## src/rtl/not_bank_pkg.sv

```systemverilog
// Shared constants for the not_bank inverter bank: mode encodings and config FSM states.
package not_bank_pkg;

    localparam logic [1:0] MODE_PASS  = 2'b00;
    localparam logic [1:0] MODE_INV   = 2'b01;
    localparam logic [1:0] MODE_MASK  = 2'b10;
    localparam logic [1:0] MODE_BLINK = 2'b11;

    localparam logic [0:0] ST_IDLE  = 1'b0;
    localparam logic [0:0] ST_APPLY = 1'b1;

    function automatic logic is_blink(input logic [1:0] mode);
        return mode == MODE_BLINK;
    endfunction

endpackage

```

## src/rtl/not_bank_phase_div.sv

```systemverilog
// Blink phase generator: counts 0..period and toggles phase at each wrap while enabled.
module phase_div #(
    parameter int DIV_W = 8
) (
    input  logic             clk,
    input  logic             rst,
    input  logic             en,
    input  logic             clr,
    input  logic [DIV_W-1:0] period,
    output logic             phase
);

    logic [DIV_W-1:0] cnt_q, cnt_d;
    logic             phase_q, phase_d;

    // Compare with >= so a stray count above period still wraps instead of overflowing.
    always_comb begin
        cnt_d   = cnt_q;
        phase_d = phase_q;
        if (clr || !en) begin
            cnt_d   = '0;
            phase_d = 1'b0;
        end else if (cnt_q >= period) begin
            cnt_d   = '0;
            phase_d = ~phase_q;
        end else begin
            cnt_d = cnt_q + DIV_W'(1);
        end
    end

    always_ff @(posedge clk or posedge rst) begin
        if (rst) begin
            cnt_q   <= '0;
            phase_q <= 1'b0;
        end else begin
            cnt_q   <= cnt_d;
            phase_q <= phase_d;
        end
    end

    assign phase = phase_q;

endmodule

```

## src/rtl/not_bank.sv

```systemverilog
// Registered WIDTH-bit inverter bank with pass/invert/mask/blink modes and a
// one-cycle config handshake that loads the mask and blink period.
module not_bank
    import not_bank_pkg::*;
#(
    parameter int WIDTH = 8,
    parameter int DIV_W = 8
) (
    input  logic             clk,
    input  logic             rst,
    input  logic [1:0]       mode,
    input  logic             cfg_valid,
    output logic             cfg_ready,
    input  logic [WIDTH-1:0] cfg_mask,
    input  logic [DIV_W-1:0] cfg_period,
    input  logic             din_valid,
    input  logic [WIDTH-1:0] din,
    output logic             dout_valid,
    output logic [WIDTH-1:0] dout,
    output logic             phase
);

    logic [0:0]       state_q, state_d;
    logic [WIDTH-1:0] mask_q, mask_d;
    logic [DIV_W-1:0] period_q, period_d;
    logic [WIDTH-1:0] dout_q, dout_d;
    logic             dout_valid_q, dout_valid_d;
    logic [WIDTH-1:0] inv;
    logic             cfg_accept;
    logic             phase_w;

    assign cfg_ready  = (state_q == ST_IDLE);
    assign cfg_accept = cfg_valid && cfg_ready;

    always_comb begin
        state_d  = state_q;
        mask_d   = mask_q;
        period_d = period_q;
        case (state_q)
            ST_IDLE: begin
                if (cfg_accept) begin
                    mask_d   = cfg_mask;
                    period_d = cfg_period;
                    state_d  = ST_APPLY;
                end
            end
            default: state_d = ST_IDLE;
        endcase
    end

    // Uses the phase register as it stands this cycle, i.e. before any toggle.
    always_comb begin
        inv = '0;
        case (mode)
            MODE_PASS:  inv = '0;
            MODE_INV:   inv = '1;
            MODE_MASK:  inv = mask_q;
            default:    inv = phase_w ? mask_q : '0;
        endcase
    end

    always_comb begin
        dout_d       = din_valid ? (din ^ inv) : dout_q;
        dout_valid_d = din_valid;
    end

    always_ff @(posedge clk or posedge rst) begin
        if (rst) begin
            state_q      <= ST_IDLE;
            mask_q       <= '1;
            period_q     <= '0;
            dout_q       <= '0;
            dout_valid_q <= 1'b0;
        end else begin
            state_q      <= state_d;
            mask_q       <= mask_d;
            period_q     <= period_d;
            dout_q       <= dout_d;
            dout_valid_q <= dout_valid_d;
        end
    end

    phase_div #(
        .DIV_W (DIV_W)
    ) u_phase_div (
        .clk    (clk),
        .rst    (rst),
        .en     (is_blink(mode)),
        .clr    (cfg_accept),
        .period (period_q),
        .phase  (phase_w)
    );

    assign dout       = dout_q;
    assign dout_valid = dout_valid_q;
    assign phase      = phase_w;

endmodule

```

## config.mk

```make
export PLATFORM = sky130hd
export DESIGN_NAME = not_bank
export DESIGN_NICKNAME = d
export VERILOG_FILES = /design/src/rtl/not_bank_pkg.sv /design/src/rtl/not_bank_phase_div.sv /design/src/rtl/not_bank.sv
export SDC_FILE = /design/constraint.sdc
export NUM_CORES = 1
export LEC_CHECK = 0
export BUFFER_PORTS_ARGS = -buffer_cell sky130_fd_sc_hd__buf_4
export CAP_MARGIN = 20
export CORE_ASPECT_RATIO = 0.8
export CORE_MARGIN = 3
export CORE_UTILIZATION = 57
export DETAILED_ROUTE_END_ITERATION = 16
export PLACE_DENSITY = 0.87
export SETUP_SLACK_MARGIN = 0.15
export SLEW_MARGIN = 25
export SYNTH_ARGS = -nofsm -noshare
export SYNTH_HDL_FRONTEND = slang
export SYNTH_SLANG_ARGS = --single-unit
```

## constraint.sdc

```tcl
create_clock -name clk -period 4.8 [get_ports clk]
set_input_delay 0.24 -clock clk [delete_from_list [all_inputs] [get_ports clk]]
set_output_delay 0.24 -clock clk [all_outputs]
set_load 0.02 [all_outputs]
```

==> run metrics <==
CP Capture Type=register; Nets=227; clock skew=0.00571 ns; Setup CP Type=reg -> reg; Die Wd=67.7 microns; CTS Root Cell=clkbuf_8; post-synthesis cell type count=32; fin util=0.756; Rel. slew slack=0.612; global-route usage over all layers=0.211; Mean Syn Cell Area=12.0 sq um; CP arrival=2.22 ns; power share of the combinational group=0.216; Skew-Pair Late Insertion Delay=0.29 ns; XOR/XNOR share of the synthesized area=0.0758; smallest hold slack=0.0479 ns; asr flop ratio synth=1.00; most instantiated library cell after synthesis=dfrtp_1; share of the synthesized area in the top cell type=0.390; synthesized flop and latch total=35; Die Footprint=3740 sq um; ys flop type=dfrtp_1; final worst path period need=2.00 ns; Setup WS pre-CTS=2.79 ns; cell taking the most area after synthesis=dfrtp_1; switching component of the power=0.192 mW; MaxCap Viol Count=0; CP Data Required Time=5.02 ns; post-synthesis sequential area ratio=0.511; DP HPWL=2.62 mm; Core Region=2830 sq um; RSZ-0062 raised after global routing=no; Layout Cells excl Fill=227; Syn Std Cell Area=1730 sq um; Clk pwr share=0.288; Fin Setup TNS=0 ns; IO Count=41; EDFF count, synth=0; final worst path period share=0.417; PwrDens=331 nW/um^2; pin count of the biggest net entering global routing=36; cts-stage hold buffer count=0; yosys warns=0; cells after synthesis=145; Overflow after GRT=0; fin. max-slew vios=0; post-place instance area=2060 sq um; post-cts resize count=0; Internal Dissipation=0.517 mW; Reg power frac=0.496; Hold Fails Final Rpt=0; Post-Synth Adder-Cell Area=0.0649; routed vias=1,181; Max VDD drop=0.000241 V; most instantiated cells after synthesis=27 x dfrtp_1, 13 x xnor2_1, 12 x inv_1, 12 x mux2_2, 9 x ha_1; Clock Sinks=35; leak pwr=0.985 nW; largest family of logic cells by synthesized area=multiplexers; post-synthesis mux area share=0.110; initial antenna violation count=0; DRT Pass-1 Iters=6; final setup margin=2.80 ns; fin area=2140 sq um; area delta synth->final=23.4%; Residual DRC=0; iteration-0 DRC count of the detailed router=44; status=complete, no violations; Slew @ Worst Pin=0.580 ns; floorplan die height=55.3 microns; CTS Buf Count=5; site row count=17; Placer Congestion=0.744; H-tree depth=2; routed wl met3=187 microns; Post-Route WL=3.38 mm; Placed Instances=219; post-CTS setup buffers=0; Setup crit start kind=register; worst-path maximum fanout=8; final setup vio count=0; DR top layer=met4; n_diodes=0; Fmax=500 MHz; port bufs=40; Clock Tree Buf Depth=2; Hold WC Path Type=in -> async; Post-Route M1 WL=1.44 mm; remaining antenna violation count=0; layout cells sized above 1=0.429; dominant cells by area after synthesis=dfrtp_1 39%, dfstp_2 12%, mux2_2 7.8%; vias in the first global route=1,292; first-pass GRT wire length=5.76 mm; syn_nets=184; metal2 WL=1.68 mm; CTS tree=built; Overall Power=0.708 mW; Wirelength per Cell=14.9 microns; Vias/cell=5.20; post-synthesis compound-gate area fraction=0.0945; Synth Area in Simple Gates=0.0952; Initial Util=0.613; Sw Share=0.271; Worst-path clk slew=0.07 ns
-- critical path, cell delays in order (launching register included) --
cell and delay [ns]:
dfrtp_1 0.40, inv_1 0.07, ha_1 0.27, nand2b_4 0.15, a2111oi_4 0.38, o31ai_2 0.11, or2_1 0.39, nor2_2 0.18
-- layout by cell type (no fill, tap or decap) --
cell type,synthesis,final
a2111oi_4,1,1
a211o_1,1,1
a21boi_1,1,1
a21oi_1,8,8
a21oi_4,1,1
and3_1,2,2
buf_4,0,42
clkbuf_1,2,2
clkbuf_8,0,5
clkinv_2,0,1
dfrtp_1,27,27
dfstp_2,8,8
ha_1,9,9
inv_1,12,12
mux2_1,5,5
mux2_2,12,12
nand2_1,8,8
nand2b_4,1,1
nand3_1,2,2
nand3b_1,1,1
nand4_1,1,1
nor2_1,3,3
nor2_2,7,7
nor2_4,1,1
nor2b_1,2,2
o21a_1,1,1
o21a_2,1,1
o21ai_0,7,7
o31ai_2,1,1
or2_1,1,1
xnor2_1,13,13
xor2_1,2,2
-- kinds of logic (layout without fill, tap and decap cells) --
family,count (synthesis),in the layout
fa+ha+maj,9,9
buf+inv,18,62
compound gates,22,22
flops,35,35
mux,17,17
simple gates,29,29
xor+xnor,15,15
-- path summary, 6_finish.rpt --
kind,start,end,slack (ns),cells after the start
setup reg to reg,u_phase_div.cnt_q[0],u_phase_div.cnt_q[2],2.80,7
setup / recovery,u_phase_div.cnt_q[0],u_phase_div.cnt_q[2],2.80,7
max in group asynchronous,rst,mask_q[5],4.41,3
hold / removal,rst,dout[7],0.05,3
hold reg to reg,u_phase_div.cnt_q[0],u_phase_div.cnt_q[0],0.49,1
min in group clk,cfg_period[6],period_q[6],0.15,3
-- layout make-up --
type                            instances  area [sq um]
Clock inverter                          1          5.00
Clock buffer                            7          76.3
Sequential cell                        35           886
Timing Repair Buffer                   42           315
Fill cell                             186           689
Inverter                               12          45.0
Tap cell                               38          47.5
Multi-Input combinational cell         92           764
-- metal layers --
| layer | global-route usage | vias up |
|---|---|---|
| met5 | 0 | - |
| met4 | 0.118 | 0 |
| met3 | 0.0691 | 8 |
| met2 | 0.327 | 34 |
| met1 | 0.251 | 572 |
| li1 | - | 567 |
-- flip-flops by register name, indices dropped and copies added, names as in the netlist --
signal,cells
dout_valid,1
mask_q,8
u_phase_div.cnt_q,8
state_q,1
period_q,8
dout,8
u_phase_div.phase,1
-- power by group through the flow --
stage | Sequential (mW) | Clock (mW) | Combinational, mW
2_1_floorplan | 0.370 | 0 | 0.0821
3_3_place_gp | 0.355 | 0 | 0.147
3_5_place_dp | 0.357 | 0 | 0.155
4_1_cts | 0.351 | 0.210 | 0.156
5_1_grt | 0.356 | 0.228 | 0.166
6_report | 0.351 | 0.204 | 0.153
No activity file was read; power rests on OpenSTA's default activity.
